==> config.mk <==
export PLATFORM = sky130hd
export DESIGN_NAME = asin_search
export DESIGN_NICKNAME = d
export VERILOG_FILES = /design/src/rtl/sine_pkg.sv /design/src/rtl/sine_quarter_rom.sv /design/src/rtl/asin_search.sv
export SDC_FILE = /design/constraint.sdc
export NUM_CORES = 1
export LEC_CHECK = 0
export BUFFER_PORTS_ARGS = -buffer_cell sky130_fd_sc_hd__buf_2
export CAP_MARGIN = 20
export CORE_MARGIN = 4
export CORE_UTILIZATION = 57
export DETAILED_ROUTE_END_ITERATION = 8
export PLACE_DENSITY = 0.85
export SYNTH_ARGS = -nofsm -noshare
export SYNTH_HDL_FRONTEND = slang
export SYNTH_HIERARCHICAL = 1
export SYNTH_SLANG_ARGS = --single-unit
==> constraint.sdc <==
create_clock -name clk_in -period 3.6 [get_ports clk_in]
set_input_delay 0.72 -clock clk_in [delete_from_list [all_inputs] [get_ports clk_in]]
set_output_delay 0.72 -clock clk_in [all_outputs]
set_load 0.03 [all_outputs]
==> src/rtl/sine_pkg.sv <==
// Shared types and constants for the sine/cosine/arcsine blocks.
package sine_pkg;

    localparam int ANGLE_W = 9;
    localparam int AMP_W   = 32;
    localparam int MAG_W   = 17;
    localparam int ADDR_W  = 7;

    localparam logic [AMP_W-1:0]   ONE_Q16     = 32'h0001_0000;
    localparam logic [MAG_W-1:0]   MAG_ONE     = 17'h1_0000;
    localparam logic [ADDR_W-1:0]  QUARTER_DEG = 7'd90;
    localparam logic [ANGLE_W-1:0] FULL_DEG    = 9'd360;

    typedef enum logic [2:0] {
        IDLE,
        ISSUE,
        COMPARE,
        REFINE_ISSUE,
        REFINE_CMP,
        HOLD
    } state_t;

    // Fold a first-quadrant result into the full circle: negative amplitudes
    // land in 270..359, and zero stays zero so 360 is never produced.
    function automatic logic [ANGLE_W-1:0] map_angle(input logic sign,
                                                     input logic [ADDR_W-1:0] deg);
        logic [ANGLE_W-1:0] deg_ext;
        deg_ext = ANGLE_W'(deg);
        if (sign && (deg != '0))
            return FULL_DEG - deg_ext;
        else
            return deg_ext;
    endfunction

endpackage

==> src/rtl/sine_quarter_rom.sv <==
// Quarter-wave sine table, round(sin(d deg) * 65536) for d = 0..90,
// with a registered read. Addresses past 90 read back full scale.
module sine_quarter_rom
    import sine_pkg::*;
(
    input  logic              clk_in,
    input  logic [ADDR_W-1:0] addr_in,
    output logic [MAG_W-1:0]  data_out
);

    localparam int SINE_TBL [0:90] = '{
            0,  1144,  2287,  3430,  4572,  5712,  6850,  7987,  9121, 10252,
        11380, 12505, 13626, 14742, 15855, 16962, 18064, 19161, 20252, 21336,
        22415, 23486, 24550, 25607, 26656, 27697, 28729, 29753, 30767, 31772,
        32768, 33754, 34729, 35693, 36647, 37590, 38521, 39441, 40348, 41243,
        42126, 42995, 43852, 44695, 45525, 46341, 47143, 47930, 48703, 49461,
        50203, 50931, 51643, 52339, 53020, 53684, 54332, 54963, 55578, 56175,
        56756, 57319, 57865, 58393, 58903, 59396, 59870, 60326, 60764, 61183,
        61584, 61966, 62328, 62672, 62997, 63303, 63589, 63856, 64104, 64332,
        64540, 64729, 64898, 65048, 65177, 65287, 65376, 65446, 65496, 65526,
        65536
    };

    logic [MAG_W-1:0] rom_mem [0:90];
    logic [MAG_W-1:0] data_reg;

    generate
        for (genvar gi = 0; gi <= 90; gi++) begin : g_rom
            assign rom_mem[gi] = MAG_W'(SINE_TBL[gi]);
        end
    endgenerate

    // Registered read; out-of-range addresses saturate to sin(90).
    always_ff @(posedge clk_in) begin
        if (addr_in > QUARTER_DEG)
            data_reg <= MAG_ONE;
        else
            data_reg <= rom_mem[addr_in];
    end

    assign data_out = data_reg;

endmodule

==> src/rtl/asin_search.sv <==
// Arcsine by binary search over the quarter-wave sine table, followed by an
// optional round-to-nearest step. Fixed 17-cycle latency, one op in flight.
module asin_search
    import sine_pkg::*;
#(
    parameter int ROUND_NEAREST = 1
) (
    input  logic               clk_in,
    input  logic               rst_in,
    input  logic [AMP_W-1:0]   amp_in,
    input  logic               amp_valid_in,
    output logic               ready_out,
    output logic [ANGLE_W-1:0] angle_out,
    output logic               valid_out,
    input  logic               out_ready_in
);

    state_t state_reg, state_next;

    logic [ADDR_W-1:0]  d_reg, d_next;
    logic [ADDR_W-1:0]  bit_reg, bit_next;
    logic [MAG_W-1:0]   mag_reg, mag_next;
    logic [MAG_W-1:0]   lo_reg, lo_next;     // table value at the current d
    logic               sign_reg, sign_next;
    logic               valid_reg;
    logic [ANGLE_W-1:0] angle_reg;

    logic [AMP_W-1:0]  amp_abs;
    logic [MAG_W-1:0]  amp_mag;
    logic [ADDR_W-1:0] cand;
    logic [ADDR_W-1:0] search_addr;
    logic [ADDR_W-1:0] refine_addr;
    logic [ADDR_W-1:0] rom_addr;
    logic [MAG_W-1:0]  rom_data;
    logic [MAG_W-1:0]  up_diff;
    logic [MAG_W-1:0]  dn_diff;
    logic              round_up;
    logic              consume;

    // Magnitude clamped to 1.0; the most negative input wraps to a huge
    // unsigned value and therefore also clamps to 1.0.
    assign amp_abs = amp_in[AMP_W-1] ? (~amp_in + 32'd1) : amp_in;
    assign amp_mag = (amp_abs > ONE_Q16) ? MAG_ONE : amp_abs[MAG_W-1:0];

    assign cand        = d_reg | bit_reg;
    assign search_addr = (cand > QUARTER_DEG) ? QUARTER_DEG : cand;
    assign refine_addr = (d_reg < QUARTER_DEG) ? (d_reg + 7'd1) : QUARTER_DEG;
    assign rom_addr    = (state_reg == REFINE_ISSUE) ? refine_addr : search_addr;

    // d is the largest angle with table(d) <= mag, so both differences are >= 0.
    assign up_diff  = rom_data - mag_reg;
    assign dn_diff  = mag_reg - lo_reg;
    assign round_up = (ROUND_NEAREST != 0) && (d_reg < QUARTER_DEG) && (up_diff < dn_diff);

    assign consume   = valid_reg && out_ready_in;
    assign ready_out = (state_reg == IDLE);
    assign valid_out = valid_reg;
    assign angle_out = angle_reg;

    sine_quarter_rom u_rom (
        .clk_in   (clk_in),
        .addr_in  (rom_addr),
        .data_out (rom_data)
    );

    // State and datapath registers.
    always_ff @(posedge clk_in) begin
        if (rst_in) begin
            state_reg <= IDLE;
            d_reg     <= '0;
            bit_reg   <= '0;
            mag_reg   <= '0;
            lo_reg    <= '0;
            sign_reg  <= 1'b0;
        end else begin
            state_reg <= state_next;
            d_reg     <= d_next;
            bit_reg   <= bit_next;
            mag_reg   <= mag_next;
            lo_reg    <= lo_next;
            sign_reg  <= sign_next;
        end
    end

    // Next-state and search/refine decisions.
    always_comb begin
        state_next = state_reg;
        d_next     = d_reg;
        bit_next   = bit_reg;
        mag_next   = mag_reg;
        lo_next    = lo_reg;
        sign_next  = sign_reg;
        case (state_reg)
            IDLE: begin
                if (amp_valid_in) begin
                    mag_next   = amp_mag;
                    sign_next  = amp_in[AMP_W-1];
                    d_next     = '0;
                    lo_next    = '0;
                    bit_next   = 7'b100_0000;
                    state_next = ISSUE;
                end
            end
            ISSUE: state_next = COMPARE;
            COMPARE: begin
                if ((cand <= QUARTER_DEG) && (rom_data <= mag_reg)) begin
                    d_next  = cand;
                    lo_next = rom_data;
                end
                bit_next   = bit_reg >> 1;
                state_next = bit_reg[0] ? REFINE_ISSUE : ISSUE;
            end
            REFINE_ISSUE: state_next = REFINE_CMP;
            REFINE_CMP: begin
                if (round_up)
                    d_next = d_reg + 7'd1;
                state_next = HOLD;
            end
            HOLD: begin
                if (consume)
                    state_next = IDLE;
            end
            default: state_next = IDLE;
        endcase
    end

    // Output register: loads once on entering HOLD, drops on consume.
    always_ff @(posedge clk_in) begin
        if (rst_in) begin
            valid_reg <= 1'b0;
            angle_reg <= '0;
        end else if ((state_reg == HOLD) && !valid_reg) begin
            valid_reg <= 1'b1;
            angle_reg <= map_angle(sign_reg, d_reg);
        end else if (consume) begin
            valid_reg <= 1'b0;
        end
    end

endmodule

==> Word level (Yosys, flattened, before mapping) <==
Memories as Yosys holds them, arrays and structs flattened. A register that Yosys moved wholly into a read port is not among the register bits.
Cells that the tools add are included.
{ "word_totals": {"register_bits": 62, "wordCells": 70, "out_inout_bits": 11, "memories": 1, "mem_bits_ro": 2176, "input_bits": 36} }
{ "op_classes": {"muxes": 21, "add_sub_neg": 5, "reduce_logical": 16, "n_eq_ne": 9, "n_lt_le_gt_ge": 7, "bitwise_logic": 3} }
{ "memory_table": {"columns": ["memory", "depth", "width", "read_ports", "rd_clocked_by_memory_dff", "wr", "line_no", "rtl"], "rows": [
  ["(no name shown)", 128, 17, 1, 1, 0, "sine_quarter_rom.sv:38", "data_reg <= rom_mem[addr_in];"]
]} }
{ "op_table": {"columns": ["op", "n"], "rows": [
  ["two-way mux 17 bit", 3],
  ["two-way mux 7 bit", 7],
  ["case mux 17 bit (2 select lines)", 1],
  ["subtractor 17 bit", 2],
  ["adder 32 x 1 -> 32 bit, second input constant", 1],
  ["greater-than comparator 32 x 17 -> 1 bit, second input constant", 1],
  ["two-way mux 32 bit", 1],
  ["inverter 32 bit", 1],
  ["case mux 7 bit (3 select lines)", 1],
  ["case mux 3 bit (6 select lines)", 1],
  ["less-or-equal comparator 17 bit", 1],
  ["< comparator 17 bit", 1],
  ["greater-than comparator 7 bit, second input constant", 2],
  ["case mux 7 bit (2 select lines)", 1],
  ["two-way mux 9 bit", 1],
  ["subtractor 9 x 7 -> 9 bit, first input constant", 1],
  ["!= test 2 bit, second input constant", 4],
  ["inverter 7 -> 8 bit", 1],
  ["adder 7 x 1 -> 7 bit, second input constant", 1],
  ["less-or-equal comparator 7 bit, second input constant", 1],
  ["< comparator 7 bit, second input constant", 1],
  ["bitwise OR 7 bit", 1],
  ["nonzero test 7 bit", 1],
  ["equality test 3 x 2 -> 1 bit, second input constant", 2],
  ["other kinds (13)", 23]
]} }

==> Logic depth before layout (Yosys ltp) <==
Gate-level depths: netlist of the first run.
{ "logic_depth": {"depth_word": 5, "depth_mapped": 20, "mapped_depth_nobuf": 20} }

==> Hierarchy <==
The synthesis of the first run kept the hierarchy.
{ "modules_own_cells": {"columns": ["module", "seq_area_each_um2", "area_per_inst_um2", "n_inst", "cells_per_inst"], "rows": [
  ["asin_search", 1241.2, 5699.2, 1, 773],
  ["sine_quarter_rom", 340.3, 2388.5, 1, 353]
]} }

==> Worst setup path after synthesis of the first run <==
Ideal clock, no wire load.
{ "synth_timing": {"kind": "register to register", "startpoint": "register u_rom.data_reg[0] (netlist: u_rom/data_out[0])", "endpoint": "register d_reg[4]", "t_arrival_ns": 3.830, "t_required_ns": 3.505, "path_slack_ns": -0.325, "setup_time_ns": 0.095, "synth_period_minus_slack_ns": 3.925, "path_buffers": 0, "path_stages_with_launch": 21, "cell_sequence": "dfxtp_1 > inv_1 > ha_1 > fa_1 > nor2b_1 > o21ai_0 > a21boi_0 > o211ai_1 > a31oi_1 > a21o_1 > a21oi_1 > xnor2_1 > ha_1 > a21o_1 > a21oi_1 > nor2b_1 > nor4_1 > nand2_1 > a22oi_4 > o21ai_0 > a221oi_1"} }
{ "synth_via": {"elab_chain_cells": 5, "elab_cells_between_ends": 8, "classes_between": "1 x add/sub; 2 x order compare; 2 x eq/ne; 3 x reduce/logical"} }
{ "synth_lines": {"columns": ["element", "line_no", "rtl"], "rows": [
  ["start, declared", "sine_quarter_rom.sv:25", "logic [MAG_W-1:0] data_reg;"],
  ["subtractor 17 bit", "asin_search.sv:51", "assign up_diff = rom_data - mag_reg;"],
  ["< comparator 17 bit", "asin_search.sv:53", "assign round_up = (ROUND_NEAREST != 0) && (d_reg < QUARTER_DEG) && (up_diff < dn_diff);"],
  ["logical AND 1 bit", "asin_search.sv:53", null],
  ["!= test 2 bit (no source line)", null, null],
  ["AND reduction 4 bit (no source line) (*)", null, null],
  ["end signal, assigned", "asin_search.sv:77", "d_reg <= d_next;"],
  ["end, declared", "asin_search.sv:20", "logic [ADDR_W-1:0] d_reg, d_next;"]
]} }
Every way passes the cells marked *; elsewhere a longest branch is shown, timed or not.
A chain may end at the register's enable or synchronous reset.

==> Final worst setup path of the first run <==
{ "layout_timing": {"startpoint": "register u_rom.data_reg[0] (netlist: u_rom/data_out[0])", "endpoint": "register d_reg[5]"} }
The elaborated chain is that of the path after synthesis.

==> results.json, run 1 <==
{
  "synth-seq-cells": 79,
  "grt_pass1_vias": 8852,
  "syn_nets": 1228,
  "nets": 1337,
  "die_y_um": 127.1,
  "grt_pass1_wl_mm": 45.47,
  "overflow": 0,
  "wl_per_cell_um": 20.25,
  "initial_core_util_pct": 58.27,
  "synthFlopType": "dfxtp_1",
  "setup_ws_ns": -0.4249,
  "antenna_left": 0,
  "viasPerCell": 6.663,
  "max_stage_delay_ns": 0.37,
  "synth_top_area_cell": "dfxtp_1",
  "cts_tree": "done",
  "place_congestion": 1.033,
  "cts.htree.levels": 3,
  "maxSlewHeadroom_pct": 31.82,
  "post-route-min-period_ns": 4.025,
  "slew_viol_final": 0,
  "critical_path_required_ns": 3.84,
  "synth_area_leaders": "dfxtp_1 20%, ha_1 9.9%, a21oi_1 6.2%",
  "avgSynthCellArea_um2": 7.183,
  "skew_ns": 0.01466,
  "cp_cell_sequence": "inv_2 -> ha_4 -> fa_2 -> nor2b_2 -> o21ai_2 -> a21boi_2 -> o211ai_1 -> a31oi_2 -> a21o_1 -> a21oi_2 -> xnor2_1 -> ha_1 -> a21o_1 -> a21oi_2 -> nor2b_2 -> nor4_4 -> nand2_4 -> a22oi_4 -> o21ai_2 -> a221oi_2",
  "drive_gt1_share_pct": 21.61,
  "area_delta_synth_final_pct": 20.68,
  "p_leak_nw": 3.854,
  "critical_path_buf_inv_count": 1,
  "crit_type": "reg2reg",
  "drtIter0Drc": 1238,
  "die_width_um": 127.1,
  "ys_types": 82,
  "failed_checks": "setup timing",
  "num_vias": 9462,
  "layout_common_cells": "113 x buf_4, 109 x nand2_1, 93 x a21oi_1",
  "endpoint_kind": "flip-flop",
  "synth_edf_count": 0,
  "slowest_stage": "nor4_4",
  "ioPinCount": 47,
  "cts_num_sinks": 79,
  "crit_family": "compound AO/OA/AOI/OAI gates",
  "tightest_slew_ns": 1.019,
  "wl_mm": 28.76,
  "max_freq_mhz": 248.5,
  "die_area_um2": 16160,
  "p_per_area_nw_per_um2": 363.7,
  "core_area_um2": 13880,
  "outcome": "finished, violations left",
  "peakVddDrop_v": 0.0002578,
  "antenna_cells": 0,
  "final-hold-violation-count": 0,
  "hold_class": "reg2reg",
  "tns_ns": -2.660,
  "synth_top_cell_area_share_pct": 19.55,
  "synth_cells": 1126,
  "rsz0062_at_grt": "yes",
  "yosysWarnings": 6,
  "yosysSeqAreaShare_pct": 19.55,
  "clock_latency_ns": 0.35,
  "cp-start-kind": "flip-flop",
  "grt_usage_pct": 34.57,
  "async_flop_share_pct": 0,
  "grt_max_degree": 44,
  "cts_buffers": 9,
  "final_common_cell": "buf_4",
  "cts_root_buf": "clkbuf_16",
  "path_max_fanout": 5,
  "setup_violations": 7,
  "firstDrtPassIters": 8,
  "clkTransAtPathRegs_ns": 0.06,
  "min_period_over_period_pct": 111.8,
  "dpl.hpwl_mm": 20.92,
  "antenna_found_initial": 0,
  "power_mw": 3.550,
  "final_util_pct": 70.32,
  "crit_arrival_ns": 4.27,
  "drc": 0,
  "rows": 43,
  "syn_area_um2": 8088,
  "timing.hold.ws_ns": 0.4651,
  "maxCapViolCount": 0,
  "port_buffers": 46,
  "cts_buffer_depth": 2
}
[worst reg2reg max path, stage by stage, from the launching register on]
cell and delay (ns):
dfxtp_2 0.33, inv_2 0.04, ha_4 0.15, fa_2 0.35, nor2b_2 0.14, o21ai_2 0.09, a21boi_2 0.15, o211ai_1 0.15
a31oi_2 0.26, a21o_1 0.17, a21oi_2 0.06, xnor2_1 0.14, ha_1 0.32, a21o_1 0.18, a21oi_2 0.15, nor2b_2 0.07
nor4_4 0.37, nand2_4 0.13, a22oi_4 0.27, o21ai_2 0.12, a221oi_2 0.29
[Yosys cell counts (12+ instances only)]
cell type,n
a211oi_1,20
a21o_1,16
a21oi_1,100
a31oi_1,19
buf_2,21
clkbuf_1,31
dfxtp_1,79
ha_1,64
inv_1,62
nand2_1,111
nand2b_1,22
nand3_1,42
nand4_1,14
nor2_1,94
nor2b_1,28
nor3_1,46
o211ai_1,12
o21ai_0,74
o22ai_1,12
xnor2_1,30
xor2_1,23
[through the flow]
step                instances  worst slack (ns)  instance area, um2
floorplan                1126          -0.01568                8132
global placement         1393           -0.2685                9153
detailed placement       1393           -0.4963                9153
CTS                      1418           -0.2989                9652
global route             1420           -0.5534                9761
finish                   1420           -0.4249                9761
[final cells by class]
cell class	count	area, um2
inverter	66	247.7
sequential	79	1590
fill	1087	4120
timing repair buffer	163	1150
clock buffer	10	239.0
multi-input combinational	916	6217
clock inverter	6	91.34
tap	180	225.2
[layer usage]
metal | share of wire [%] | routed length, um | up-vias | track usage, %
met5 | 0 | 0 | - | 0
met4 | 6.8 | 1963 | 0 | 19.87
met3 | 11 | 3117 | 163 | 5.686
met2 | 44 | 12550 | 658 | 53.52
met1 | 39 | 11130 | 4309 | 45.56
li1 | - | - | 4332 | -
[report_power, final]
group	switching, mW	total, mW	internal (mW)
Clock	0.377	1.01	0.631
Sequential	0.0361	0.948	0.912
Combinational	0.889	1.59	0.705
Total	1.30	3.55	2.25
[path summary, 6_finish.rpt]
path | startpoint | endpoint | slack [ns] | depth (start not counted)
worst max-delay path | u_rom/data_out[0] | d_reg[5] | -0.42 | 20
worst min-delay path | u_rom/data_out[15] | lo_reg[15] | 0.47 | 2
worst max register to register | u_rom/data_out[0] | d_reg[5] | -0.42 | 20
worst min register to register | u_rom/data_out[15] | lo_reg[15] | 0.47 | 2
[kinds of logic after synthesis]
logic type | after synthesis | share of synthesized area, %
mux | 11 | 1.702
buf+inv | 132 | 6.962
compound gates | 367 | 30.15
fa+ha+maj | 66 | 10.40
flops | 79 | 19.55
simple gates | 418 | 25.50
xor+xnor | 53 | 5.739
[what timing repair did]
item                       CTS  global route
gates resized for setup     20            27
buffers inserted             8             2
hold buffers                 0             0
setup endpoints to repair    7            23
cloned                       1             0
pin swaps                   28            21
Power figures use the tool's default switching activity.
==> run 2: changes to the inputs <==
--- a/config.mk
+++ b/config.mk
@@ -7,10 +7,11 @@
 export LEC_CHECK = 0
 export BUFFER_PORTS_ARGS = -buffer_cell sky130_fd_sc_hd__buf_2
 export CAP_MARGIN = 20
+export CORE_ASPECT_RATIO = 0.8
 export CORE_MARGIN = 4
 export CORE_UTILIZATION = 57
 export DETAILED_ROUTE_END_ITERATION = 8
-export PLACE_DENSITY = 0.85
+export PLACE_DENSITY = 0.78
 export SYNTH_ARGS = -nofsm -noshare
 export SYNTH_HDL_FRONTEND = slang
 export SYNTH_HIERARCHICAL = 1
==> run 2 against run 1 <==
The flow still finishes with violations (setup timing). First-iteration DRC count shrank 17%. Register-to-register slack gained 0.03 ns. Critical path depth is the same. Non-clock buffer count grew 25. Global-route usage shrank 0.25 points. Final area grew 2.1%. Setup slack gained 0.028 ns. Sequential power shrank 0.6%. Maximum frequency grew 0.70%. Cell count grew 1.8%. Power shrank 1.6%. Wire length shrank 0.80%. Critical path type unchanged.
==> results.json, run 2 (synthesis results as in run 1) <==
{
  "maxSlewHeadroom_pct": 33.76,
  "grt_usage_pct": 34.31,
  "ioPinCount": 47,
  "layoutNonFillerInstCount": 1445,
  "nets": 1362,
  "initial_core_util_pct": 58.86,
  "layout_common_cells": "136 x buf_4, 108 x nand2_1, 92 x nor2_1",
  "grt_pass1_wl_mm": 44.61,
  "firstDrtPassIters": 8,
  "cp_cell_sequence": "buf_4 -> ha_1 -> nor2b_2 -> o21ai_2 -> a21oi_2 -> o21ai_0 -> buf_4 -> o21ai_0 -> o211ai_1 -> buf_4 -> nand2_1 -> xnor2_1 -> ha_1 -> nand4_1 -> a2111o_1 -> a2111o_1 -> nand2_4 -> a22oi_2 -> a22oi_2 -> a21oi_1",
  "drive_gt1_share_pct": 23.48,
  "max_freq_mhz": 250.2,
  "min_period_over_period_pct": 111.0,
  "cts_tree": "done",
  "drtIter0Drc": 1026,
  "die_width_um": 141.2,
  "clkTransAtPathRegs_ns": 0.06,
  "final_common_cell": "buf_4",
  "crit_arrival_ns": 4.18,
  "overflow": 0,
  "wl_per_cell_um": 19.74,
  "rsz0062_at_grt": "yes",
  "cts_buffer_depth": 2,
  "p_per_area_nw_per_um2": 350.6,
  "slowest_stage": "a2111o_1",
  "hold_class": "reg2reg",
  "viasPerCell": 6.460,
  "clock_latency_ns": 0.35,
  "cts_num_sinks": 79,
  "crit_family": "compound AO/OA/AOI/OAI gates",
  "power_mw": 3.492,
  "area_delta_synth_final_pct": 23.17,
  "port_buffers": 46,
  "grt_pass1_vias": 8393,
  "setup_ws_ns": -0.3969,
  "core_area_um2": 13740,
  "crit_type": "reg2reg",
  "cts_buffers": 9,
  "critical_path_buf_inv_count": 3,
  "critical_path_required_ns": 3.79,
  "antenna_found_initial": 1,
  "cts.htree.levels": 3,
  "max_stage_delay_ns": 0.38,
  "path_max_fanout": 5,
  "wl_mm": 28.53,
  "place_congestion": 1.077,
  "cp-start-kind": "flip-flop",
  "endpoint_kind": "flip-flop",
  "grt_max_degree": 49,
  "final-hold-violation-count": 0,
  "crit_top_cell": "buf_4",
  "skew_ns": 0.007969,
  "tightest_slew_ns": 0.9937,
  "failed_checks": "setup timing",
  "dp.cells": 1413,
  "drc": 0,
  "p_leak_nw": 3.985,
  "dpl.hpwl_mm": 21.02,
  "peakVddDrop_v": 0.0003762,
  "antenna_cells": 0,
  "maxCapViolCount": 0,
  "outcome": "finished, violations left",
  "cts_root_buf": "clkbuf_16",
  "slew_viol_final": 0,
  "post-route-min-period_ns": 3.997,
  "num_vias": 9335,
  "die_area_um2": 16170,
  "rows": 38,
  "die_y_um": 114.5,
  "setup_violations": 7,
  "antenna_left": 0
}
run 2: cell count changes in the layout (fill, tap and decap cells not counted), sizes merged:
cell / delta
buf: +25
clkinvlp: +2
bufinv: -1
clkbuf: +1
clkinv: -1
inv: -1
run 2: worst paths after layout:
path	startpoint	to	slack, ns	cells after the start
worst max-delay path	mag_reg[1]	d_reg[2]	-0.40	20
worst min-delay path	u_rom/data_out[11]	lo_reg[11]	0.46	2
worst max register to register	mag_reg[1]	d_reg[2]	-0.40	20
worst min register to register	u_rom/data_out[11]	lo_reg[11]	0.46	2
run 2: per-layer routing:
metal  share of wire, %  GRT usage (%)  up-vias
met4                2.0          7.682        2
met1                 44          49.97     4313
met2                 42          49.57      577
met5              0.046              0        -
li1                   -              -     4380
met3                 12          10.56       63
run 2: cell type report:
class,count,area [um2]
clock buffers,11,242.7
fillers,1090,3779
multi-input cells,916,6238
inverters,66,254.0
clock inverters,5,56.30
repair buffers,188,1354
flip-flops and latches,79,1592
well taps,180,225.2
run 2: through the flow:
step	hold WS [ns]	cell area, um2	worst slack, ns	util [%]	setup TNS, ns
floorplan	0.4355	8132	-0.01568	-	-0.03140
global placement	0.4468	9315	-0.3879	67.79	-2.290
detailed placement	0.4550	9315	-0.5923	67.79	-3.633
CTS	0.4560	9737	-0.4191	70.86	-2.535
global route	0.4679	9962	-0.5972	72.50	-3.652
finish	0.4560	9962	-0.3969	72.50	-2.329
run 2: report_power, final:
group / internal, mW / leakage, nW / total [mW] / switching (mW)
clock network: 0.556 / 0.146 / 0.922 / 0.366
logic: 0.734 / 3.19 / 1.63 / 0.894
registers: 0.912 / 0.644 / 0.942 / 0.0301
run 2: timing repair:
action	in CTS	in global routing
gates cloned	1	0
endpoints found under the setup margin	7	12
buffers inserted	6	8
gates resized for setup	15	42
pin swaps	11	30
hold buffers	0	0
run 2: worst register-to-register path: stages (launching register included):
cell and delay (ns):
dfxtp_1 0.33, buf_4 0.15, ha_1 0.29, nor2b_2 0.16, o21ai_2 0.17, a21oi_2 0.09
o21ai_0 0.20, buf_4 0.17, o21ai_0 0.08, o211ai_1 0.15, buf_4 0.16, nand2_1 0.06
xnor2_1 0.13, ha_1 0.27, nand4_1 0.14, a2111o_1 0.31, a2111o_1 0.38, nand2_4 0.14
a22oi_2 0.13, a22oi_2 0.24, a21oi_1 0.08
==> run 3: changes to the inputs <==
--- a/config.mk
+++ b/config.mk
@@ -5,6 +5,7 @@
 export SDC_FILE = /design/constraint.sdc
 export NUM_CORES = 1
 export LEC_CHECK = 0
+export ABC_AREA = 1
 export BUFFER_PORTS_ARGS = -buffer_cell sky130_fd_sc_hd__buf_2
 export CAP_MARGIN = 20
 export CORE_ASPECT_RATIO = 0.8
==> run 3 against run 2 <==
The run now ends clean. Critical path depth is 2 higher. Die area is 3.7% higher. Clock power is 5.5% higher. Power is 3.6% higher. Sequential share of layout area is 1.0 points higher. Via count is 0.87% higher. Critical endpoint unchanged. Largest cell class unchanged.
==> results.json, run 3 <==
{
  "initial_core_util_pct": 58.62,
  "cp-start-kind": "flip-flop",
  "rr_startpoint": "mag_reg[3]",
  "layout_common_cells": "394 x nand2_1, 140 x inv_1, 135 x nand3_1",
  "core_area_um2": 14350,
  "synth_top_area_cell": "dfxtp_1",
  "grt_max_degree": 54,
  "p_leak_nw": 4.487,
  "antenna_cells": 0,
  "path_max_fanout": 7,
  "final_util_pct": 65.13,
  "grt_pass1_wl_mm": 43.61,
  "maxCapViolCount": 0,
  "holdCritStartpoint": "angle_out[7]",
  "fillers": 1390,
  "hold_depth": 2,
  "post-route-min-period_ns": 3.566,
  "antenna_found_initial": 0,
  "synth-seq-cells": 79,
  "crit_type": "reg2reg",
  "r2r-end": "d_reg[2]",
  "rows": 39,
  "drc": 0,
  "synthFlopType": "dfxtp_1",
  "syn_nets": 1498,
  "place_congestion": 1.012,
  "ioPinCount": 47,
  "endpoint_kind": "flip-flop",
  "seq_area_um2": 1587,
  "drtIter0Drc": 1087,
  "synthMostInstantiatedCell": "nand2_1",
  "grt_usage_pct": 32.45,
  "num_vias": 9416,
  "setup_violations": 0,
  "dpl.hpwl_mm": 20.62,
  "synth_top_cell_area_share_pct": 18.81,
  "rr_worst_depth": 22,
  "cts_buffers": 9,
  "firstDrtPassIters": 6,
  "setup_ws_ns": 0.03364,
  "peakVddDrop_v": 0.0003881,
  "drive_gt1_share_pct": 13.65,
  "rsz0062_at_grt": "yes",
  "critical_path_required_ns": 3.81,
  "die_y_um": 116.6,
  "cts_num_sinks": 79,
  "regToRegSetupSlack_ns": 0.03,
  "overflow": 0,
  "tightest_slew_ns": 0.9151,
  "skew_ns": 0.008634,
  "multi_input_area_um2": 6011,
  "crit_arrival_ns": 3.78,
  "yosysWarnings": 6,
  "synth_edf_count": 0,
  "min_period_over_period_pct": 99.07,
  "clock_latency_ns": 0.35,
  "p_per_area_nw_per_um2": 387.1,
  "die_area_um2": 16770,
  "ys_types": 50,
  "outcome": "finished clean",
  "die_width_um": 143.8,
  "area_delta_synth_final_pct": 11.11,
  "maxSlewHeadroom_pct": 38.78,
  "port_buffers": 46,
  "wl_per_cell_um": 16.67,
  "synth_cells": 1396,
  "dp_slack_ns": -0.1968,
  "slew_viol_final": 0,
  "synth_area_leaders": "dfxtp_1 19%, nand2_1 18%, ha_1 9.5%",
  "max_freq_mhz": 280.4,
  "whs_endpoint": "angle_out[7]",
  "async_flop_share_pct": 0,
  "final-hold-violation-count": 0,
  "nets": 1548,
  "cts.htree.levels": 3,
  "hold_class": "reg2reg",
  "cts_hold_buf": 0,
  "avgSynthCellArea_um2": 6.024,
  "cts_tree": "done",
  "synthTopCellsByCount": "397 x nand2_1, 142 x inv_1, 136 x nand3_1",
  "power_mw": 3.617,
  "antenna_left": 0,
  "yosysSeqAreaShare_pct": 18.81,
  "cts_buffer_depth": 2,
  "timing.hold.ws_ns": 0.4667,
  "final_common_cell": "nand2_1",
  "wl_mm": 27.25,
  "syn_area_um2": 8409,
  "clkTransAtPathRegs_ns": 0.07,
  "viasPerCell": 5.759,
  "grt_pass1_vias": 8562,
  "cts_root_buf": "clkbuf_16"
}
run 3: changes by cell type after synthesis, moves of 22 or more:
cell | before | now
nor2_1 | 94 | 128
nand3_1 | 42 | 136
o21ai_0 | 74 | 46
inv_1 | 62 | 142
nand2_1 | 111 | 397
nor2b_1 | 28 | 0
nand2b_1 | 22 | 0
a21oi_1 | 100 | 127
nor3_1 | 46 | 9
run 3: area by class of cell:
cell class	instances	share of cell area, %
clock inverters	7	0.9239
flip-flops and latches	79	16.98
well taps	184	2.464
repair buffers	91	6.561
multi-input cells	1108	64.33
clock buffers	9	2.410
inverters	157	6.334
run 3: metrics by stage:
step                std cells  TNS [ns]  instance area [um2]
floorplan                1396         0                 8413
CTS                      1633         0                 9248
global placement         1616   -0.7224                 8911
finish                   1635         0                 9344
detailed placement       1616    -1.319                 8911
global route             1635    -1.786                 9344
run 3: cell families after synthesis:
kind of cell	share of synthesized area [%]
xor gates and xnor gates	4.270
buffers and inverters	10.91
DFF	18.81
and+or+nand+nor	39.74
AOI/OAI and AO/OA	16.28
adders and majority gates	9.999
run 3: worst max-delay path, cell delays in order, from the launching register on:
cell and delay [ns]:
dfxtp_2 0.35, inv_2 0.06, ha_4 0.24, a21o_1 0.18, nor2_2 0.15, nor2_1 0.07, nor2_1 0.10, nand2_1 0.10
a21boi_2 0.24, o21ai_2 0.08, buf_4 0.14, buf_4 0.12, buf_4 0.12, xor2_1 0.14, ha_1 0.31, nand3_2 0.08
a31oi_1 0.07, nor2_1 0.10, nand4_1 0.21, a21oi_2 0.25, nand2_2 0.14, nand2_1 0.10, a21oi_1 0.07
run 3: worst max-delay path by stage:
| stage | startpoint | cells after the start | slack [ns] | to |
|---|---|---|---|---|
| after CTS | mag_reg[0] | 24 | 0.007 | d_reg[2] |
| after global routing | mag_reg[3] | 22 | -0.26 | d_reg[4] |
| final | mag_reg[3] | 22 | 0.03 | d_reg[2] |
| after detailed placement | mag_reg[0] | 18 | -0.20 | d_reg[3] |
| after floorplan | mag_reg[0] | 18 | 0.07 | d_reg[5] |
| after global placement | mag_reg[0] | 18 | -0.11 | d_reg[2] |
run 3: what timing repair did:
item                                    4_1_cts  5_1_grt
gates cloned                                  0        0
endpoints found under the setup margin        7        7
pin swaps                                     5       23
setup buffers                                 1        2
resized for setup                             8       21
run 3: metal layers:
| metal | global-route usage (%) | vias to the layer above | part of all wire [%] |
|---|---|---|---|
| li1 | - | 4702 | - |
| met1 | 48.12 | 4202 | 46 |
| met3 | 7.409 | 54 | 10 |
| met4 | 7.277 | 0 | 2.0 |
| met5 | 0 | - | 0 |
| met2 | 47.87 | 458 | 41 |
run 3: where the power goes:
group          internal (mW)  total [mW]  switching, mW  leakage, nW
logic                  0.638        1.69           1.05         3.69
registers              0.923       0.958         0.0348        0.643
clock network          0.554       0.973          0.418        0.151
